[src/rtl/dmem_ctrl_if.sv]
// Signal bundle between the MEM stage, the data-memory controller and the data bus.
// The controller is the bus master; the slave view is the surrounding
// pipeline/bus side.
interface dmem_ctrl_if;
   // MEM stage request and response
   logic        mem_ce_i;
   logic        mem_we_i;
   logic [31:0] mem_addr_i;
   logic [31:0] mem_data_i;
   logic [3:0]  mem_sel_i;
   logic [31:0] mem_data_o;
   logic        stall_req_o;
   // data bus
   logic        bus_req_o;
   logic        bus_we_o;
   logic [31:0] bus_addr_o;
   logic [31:0] bus_wdata_o;
   logic [3:0]  bus_sel_o;
   logic        bus_ack_i;
   logic [31:0] bus_rdata_i;
   logic        bus_err_o;

   modport master (
      input  mem_ce_i, mem_we_i, mem_addr_i, mem_data_i, mem_sel_i,
      input  bus_ack_i, bus_rdata_i,
      output mem_data_o, stall_req_o,
      output bus_req_o, bus_we_o, bus_addr_o, bus_wdata_o, bus_sel_o, bus_err_o
   );

   modport slave (
      output mem_ce_i, mem_we_i, mem_addr_i, mem_data_i, mem_sel_i,
      output bus_ack_i, bus_rdata_i,
      input  mem_data_o, stall_req_o,
      input  bus_req_o, bus_we_o, bus_addr_o, bus_wdata_o, bus_sel_o, bus_err_o
   );
endinterface

[src/rtl/dmem_ctrl.sv]
// Data-memory access controller: turns one MEM-stage request into a
// req/ack bus transaction, stalls the pipeline while it is outstanding and
// hands the full read word back in the DONE cycle.
module dmem_ctrl #(
   parameter int TIMEOUT = 255,
   parameter int CNT_W   = 8
) (
   input  logic        clk,
   input  logic        rst,
   dmem_ctrl_if.master dmem
);

   typedef enum logic [1:0] {IDLE, REQ, DONE} state_t;

   state_t             state_reg, state_next;
   logic               req_reg, req_next;
   logic               we_reg, we_next;
   logic [31:0]        addr_reg, addr_next;
   logic [31:0]        wdata_reg, wdata_next;
   logic [3:0]         sel_reg, sel_next;
   logic [31:0]        rdata_reg, rdata_next;
   logic [CNT_W-1:0]   cnt_reg, cnt_next;
   logic               err_reg, err_next;

   // The last waiting cycle is the one where the counter still reads TIMEOUT-1;
   // leaving at that edge gives exactly TIMEOUT cycles in REQ.
   localparam logic [CNT_W-1:0] CNT_LAST = CNT_W'(TIMEOUT - 1);

   // State and datapath registers, all cleared by the synchronous reset.
   always_ff @(posedge clk) begin
      if (rst) begin
         state_reg <= IDLE;
         req_reg   <= 1'b0;
         we_reg    <= 1'b0;
         addr_reg  <= '0;
         wdata_reg <= '0;
         sel_reg   <= '0;
         rdata_reg <= '0;
         cnt_reg   <= '0;
         err_reg   <= 1'b0;
      end else begin
         state_reg <= state_next;
         req_reg   <= req_next;
         we_reg    <= we_next;
         addr_reg  <= addr_next;
         wdata_reg <= wdata_next;
         sel_reg   <= sel_next;
         rdata_reg <= rdata_next;
         cnt_reg   <= cnt_next;
         err_reg   <= err_next;
      end
   end

   // Next-state and next-register logic for the IDLE/REQ/DONE sequence.
   always_comb begin
      state_next = state_reg;
      req_next   = 1'b0;
      we_next    = we_reg;
      addr_next  = addr_reg;
      wdata_next = wdata_reg;
      sel_next   = sel_reg;
      rdata_next = rdata_reg;
      cnt_next   = cnt_reg;
      err_next   = 1'b0;

      case (state_reg)
         IDLE: begin
            if (dmem.mem_ce_i) begin
               if (dmem.mem_we_i && (dmem.mem_sel_i == 4'b0000)) begin
                  // store with no lanes enabled: nothing to put on the bus
                  rdata_next = '0;
                  state_next = DONE;
               end else begin
                  we_next    = dmem.mem_we_i;
                  addr_next  = dmem.mem_addr_i;
                  wdata_next = dmem.mem_data_i;
                  // a read with no lanes selected fetches the whole word
                  sel_next   = (dmem.mem_sel_i == 4'b0000) ? 4'b1111 : dmem.mem_sel_i;
                  cnt_next   = '0;
                  req_next   = 1'b1;
                  state_next = REQ;
               end
            end
         end

         REQ: begin
            if (dmem.bus_ack_i) begin
               // ack beats a simultaneous timeout
               rdata_next = we_reg ? 32'h0 : dmem.bus_rdata_i;
               cnt_next   = '0;
               state_next = DONE;
            end else if (cnt_reg == CNT_LAST) begin
               rdata_next = '0;
               cnt_next   = '0;
               err_next   = 1'b1;
               state_next = DONE;
            end else begin
               cnt_next   = cnt_reg + CNT_W'(1);
               req_next   = 1'b1;
            end
         end

         DONE: begin
            state_next = IDLE;
         end

         default: begin
            state_next = IDLE;
         end
      endcase
   end

   // Pipeline-facing outputs: stall while a request waits or runs, data only in DONE.
   always_comb begin
      dmem.stall_req_o = ((state_reg == IDLE) && dmem.mem_ce_i) || (state_reg == REQ);
      dmem.mem_data_o  = (state_reg == DONE) ? rdata_reg : 32'h0;
   end

   assign dmem.bus_req_o   = req_reg;
   assign dmem.bus_we_o    = we_reg;
   assign dmem.bus_addr_o  = addr_reg;
   assign dmem.bus_wdata_o = wdata_reg;
   assign dmem.bus_sel_o   = sel_reg;
   assign dmem.bus_err_o   = err_reg;

endmodule

[src/flat_wrapper.sv]
// flat-port wrapper written by rule: the top's interface ports become plain ports
module dmem_ctrl_flat 
#(
   parameter int TIMEOUT = 255,
   parameter int CNT_W   = 8
)
  (clk, rst, dmem_mem_ce_i, dmem_mem_we_i, dmem_mem_addr_i, dmem_mem_data_i, dmem_mem_sel_i, dmem_bus_ack_i, dmem_bus_rdata_i, dmem_mem_data_o, dmem_stall_req_o, dmem_bus_req_o, dmem_bus_we_o, dmem_bus_addr_o, dmem_bus_wdata_o, dmem_bus_sel_o, dmem_bus_err_o);
  dmem_ctrl_if dmem_i ();
  input  logic clk;
  input  logic rst;
  input wire logic [$bits(dmem_i.mem_ce_i)-1:0] dmem_mem_ce_i;
  input wire logic [$bits(dmem_i.mem_we_i)-1:0] dmem_mem_we_i;
  input wire logic [$bits(dmem_i.mem_addr_i)-1:0] dmem_mem_addr_i;
  input wire logic [$bits(dmem_i.mem_data_i)-1:0] dmem_mem_data_i;
  input wire logic [$bits(dmem_i.mem_sel_i)-1:0] dmem_mem_sel_i;
  input wire logic [$bits(dmem_i.bus_ack_i)-1:0] dmem_bus_ack_i;
  input wire logic [$bits(dmem_i.bus_rdata_i)-1:0] dmem_bus_rdata_i;
  output wire logic [$bits(dmem_i.mem_data_o)-1:0] dmem_mem_data_o;
  output wire logic [$bits(dmem_i.stall_req_o)-1:0] dmem_stall_req_o;
  output wire logic [$bits(dmem_i.bus_req_o)-1:0] dmem_bus_req_o;
  output wire logic [$bits(dmem_i.bus_we_o)-1:0] dmem_bus_we_o;
  output wire logic [$bits(dmem_i.bus_addr_o)-1:0] dmem_bus_addr_o;
  output wire logic [$bits(dmem_i.bus_wdata_o)-1:0] dmem_bus_wdata_o;
  output wire logic [$bits(dmem_i.bus_sel_o)-1:0] dmem_bus_sel_o;
  output wire logic [$bits(dmem_i.bus_err_o)-1:0] dmem_bus_err_o;
  assign dmem_i.mem_ce_i = dmem_mem_ce_i;
  assign dmem_i.mem_we_i = dmem_mem_we_i;
  assign dmem_i.mem_addr_i = dmem_mem_addr_i;
  assign dmem_i.mem_data_i = dmem_mem_data_i;
  assign dmem_i.mem_sel_i = dmem_mem_sel_i;
  assign dmem_i.bus_ack_i = dmem_bus_ack_i;
  assign dmem_i.bus_rdata_i = dmem_bus_rdata_i;
  assign dmem_mem_data_o = dmem_i.mem_data_o;
  assign dmem_stall_req_o = dmem_i.stall_req_o;
  assign dmem_bus_req_o = dmem_i.bus_req_o;
  assign dmem_bus_we_o = dmem_i.bus_we_o;
  assign dmem_bus_addr_o = dmem_i.bus_addr_o;
  assign dmem_bus_wdata_o = dmem_i.bus_wdata_o;
  assign dmem_bus_sel_o = dmem_i.bus_sel_o;
  assign dmem_bus_err_o = dmem_i.bus_err_o;
  dmem_ctrl #(.TIMEOUT(TIMEOUT), .CNT_W(CNT_W)) u_core (.clk(clk), .rst(rst), .dmem(dmem_i));
endmodule
[config.mk]
export PLATFORM = sky130hd
export DESIGN_NAME = dmem_ctrl_flat
export DESIGN_NICKNAME = d
export VERILOG_FILES = /design/src/rtl/dmem_ctrl_if.sv /design/src/rtl/dmem_ctrl.sv /design/src/flat_wrapper.sv
export SDC_FILE = /design/constraint.sdc
export NUM_CORES = 1
export LEC_CHECK = 0
export BUFFER_PORTS_ARGS = -buffer_cell sky130_fd_sc_hd__buf_2
export CAP_MARGIN = 0
export CORE_MARGIN = 2
export CORE_UTILIZATION = 49
export DETAILED_ROUTE_END_ITERATION = 7
export HOLD_SLACK_MARGIN = 0.05
export PLACE_DENSITY = 0.85
export SLEW_MARGIN = 15
export SYNTH_ARGS = -nofsm -noshare
export SYNTH_HDL_FRONTEND = slang
export SYNTH_SLANG_ARGS = --single-unit
[constraint.sdc]
create_clock -name clk -period 3.8 [get_ports clk]
set_input_delay 0.38 -clock clk [delete_from_list [all_inputs] [get_ports clk]]
set_output_delay 0.38 -clock clk [all_outputs]
set_load 0.01 [all_outputs]
==> impl_metrics.json <==
{
  "final_antenna_net_count": 0,
  "final_common_cell": "buf_2",
  "drc": 0,
  "postCtsSetupRepairBufs": 0,
  "tns_ns": 0,
  "mostFrequentLayoutCells": "buf_2 (208), nand2_1 (136), dfxtp_1 (113)",
  "place_congestion": 0.832,
  "path_cells": "nor2_1, o211a_2, buf_4, nand2_1, a21oi_1",
  "cts_tree": "yes",
  "worst_pin_slew_ns": 0.975,
  "fp-row-count": 34,
  "antenna_found_initial": 1,
  "dp_slack_ns": 1.46,
  "whs_path_depth": 2,
  "hpwlAfterDp_um": 7780,
  "cts_resized": 0,
  "worstRegToRegCells": 5,
  "grt_use_total_pct": 23.9,
  "layout.nets": 787,
  "cts.sinks": 113,
  "grt.overflow.total": 0,
  "yosysWarnings": 0,
  "r2r-end": "u_core.dmem.bus_addr_o[27]",
  "r2r-start": "u_core.state_reg[1]",
  "clk_latency_ns": 0.50,
  "cap_violations": 0,
  "firstDrtPassIters": 5,
  "die-area_um2": 9500,
  "syn_area_um2": 4280,
  "critPathKind": "reg2reg",
  "ff_latch_area_um2": 2260,
  "synth-seq-cells": 113,
  "clk_pin_slew_ns": 0.06,
  "synth_cell_types": 37,
  "relSlewSlack_pct": 35.0,
  "port_buffers": 208,
  "cts_htree_levels": 4,
  "fp.dieW_um": 97.5,
  "grt_max_degree": 79,
  "async_reset_ff_share_pct": 0,
  "synth.avg_cell_area_um2": 8.90,
  "period_minus_slack_ns": 2.34,
  "critPathMaxFanout": 50,
  "drive_gt1_share_pct": 36.3,
  "cp_slowest_cell": "o211a_2",
  "vias": 4125,
  "area_growth_pct": 37.3,
  "yosysSeqAreaShare_pct": 52.9,
  "synth_top_area_cell": "dfxtp_1",
  "core-area_um2": 8590,
  "reg2reg_slack_ns": 1.46,
  "synth_edf_count": 0,
  "critPathRequiredTime_ns": 4.21,
  "total_power_mw": 3.20,
  "wl_per_cell_um": 14.4,
  "holdPathEnd": "u_core.rdata_reg[3]",
  "drt-vias-per-instance": 5.16,
  "die_h_um": 97.5,
  "slew_violations": 0,
  "finalCritPeriodShare_pct": 61.6,
  "wl_um": 11500,
  "cts_made_buffers": 17,
  "worstSetupEndpointType": "register",
  "syn_inst": 481,
  "fin_skew_ns": 0.0130,
  "drt_iter0_drc": 149,
  "antenna_cells": 0,
  "start_kind": "register",
  "synth_top_area_share_pct": 52.9,
  "crit_arrival_ns": 2.75,
  "hold_start": "dmem_bus_rdata_i[3]",
  "clockRootBuffer": "clkbuf_8",
  "multi_input_area_um2": 1780,
  "synth_fp_nets": 588,
  "final-setup-viol-count": 0,
  "rsz0062_at_grt": "false",
  "hold_violations": 0,
  "slowest_delay_ns": 0.91,
  "fmax_ghz": 0.427,
  "ys.flop_type": "dfxtp_1",
  "fin_ws_ns": 1.46,
  "hold_class": "in2reg",
  "synth_area_leaders": "dfxtp_1 (53%), nand2_1 (12%), a21oi_1 (8.7%)",
  "p_leak_nw": 2.84,
  "grt_pass1_vias": 4052,
  "num_io_pins": 209,
  "initial_core_util_pct": 49.8,
  "powerDensity_nw_per_um2": 545,
  "nFillCells": 726,
  "ir_worst_vdd_uv": 296,
  "status": "finished, final reports clean",
  "cts_max_path_buffers": 2,
  "grt_pass1_wl_um": 18700,
  "hold_buffers": 0
}
[kinds of logic (layout without fill, tap and decap cells)]
logic type / after synthesis / after routing / synth area share (%)
and+or+nand+nor: 200 / 200 / 21.1
AOI/OAI and AO/OA: 129 / 129 / 19.6
DFF: 113 / 113 / 52.9
buffers and inverters: 36 / 247 / 5.61
adders and majority gates: 2 / 2 / 0.585
xor gates and xnor gates: 1 / 1 / 0.205
[cells in the mapped netlist, types with 2 or more instances]
cell and count:
a22o_1 34, inv_1 2, a31oi_1 2, o21ai_0 6
buf_6 13, dfxtp_1 113, nor2b_1 2, nand2_1 136
nor2_1 6, or3_1 2, ha_1 2, a21oi_1 74
nor4_1 3, buf_2 6, nand3_1 6, a21o_1 3
and2_1 32, nor3_1 2, clkbuf_1 15, and3_1 4
o22ai_1 2
[critical path, delay by kind of cell, from the launching register on]
kind | cells | cell delay, ns
buffers and inverters | 1 | 0.37
AO/OA/AOI/OAI | 2 | 1.05
AND/OR/NAND/NOR | 2 | 0.44
flip-flops | 1 | 0.37
[power by group]
part	internal, mW	switching [mW]
Sequential	1.25	0.0356
Clock	1.06	0.523
Combinational	0.133	0.194
[layout make-up]
type	instances	area share [%]
Sequential cell	113	38.5
Multi-Input combinational cell	332	30.3
Timing Repair Buffer	214	18.5
Clock buffer	22	8.05
Tap cell	108	2.30
Clock inverter	9	2.21
Inverter	2	0.128
[worst max path at each step]
stage                              startpoint                    endpoint  slack, ns
final                     u_core.state_reg[1]  u_core.dmem.bus_addr_o[27]       1.46
after global routing      u_core.state_reg[1]  u_core.dmem.bus_wdata_o[1]       1.24
after CTS                 u_core.state_reg[1]  u_core.dmem.bus_addr_o[27]       1.45
after detailed placement  u_core.state_reg[1]  u_core.dmem.bus_addr_o[27]       1.46
after global placement      dmem_mem_sel_i[1]  u_core.dmem.bus_wdata_o[6]       1.57
after floorplan             dmem_mem_sel_i[1]  u_core.dmem.bus_addr_o[10]       2.05
[routing by layer]
| layer | track usage (%) | part of all wire [%] | vias up |
|---|---|---|---|
| met4 | 8.23 | 1.3 | 2 |
| met1 | 27.7 | 41 | 1891 |
| met2 | 40.7 | 49 | 184 |
| met5 | 0 | 0.069 | - |
| li1 | - | - | 2032 |
| met3 | 8.85 | 8.9 | 16 |
[metrics by stage]
| stage | std cells | util (%) | area (µm²) | hold slack, ns |
|---|---|---|---|---|
| 6_report | 800 | 68.4 | 5880 | 0.103 |
| 5_1_grt | 800 | 68.4 | 5880 | 0.0811 |
| 4_1_cts | 800 | 68.4 | 5880 | 0.0707 |
| 3_5_place_dp | 769 | 61.4 | 5270 | 0.445 |
| 3_3_place_gp | 769 | 61.4 | 5270 | 0.439 |
| 2_1_floorplan | 481 | - | 4280 | 0.434 |
No activity file was read; power rests on OpenSTA's default activity.
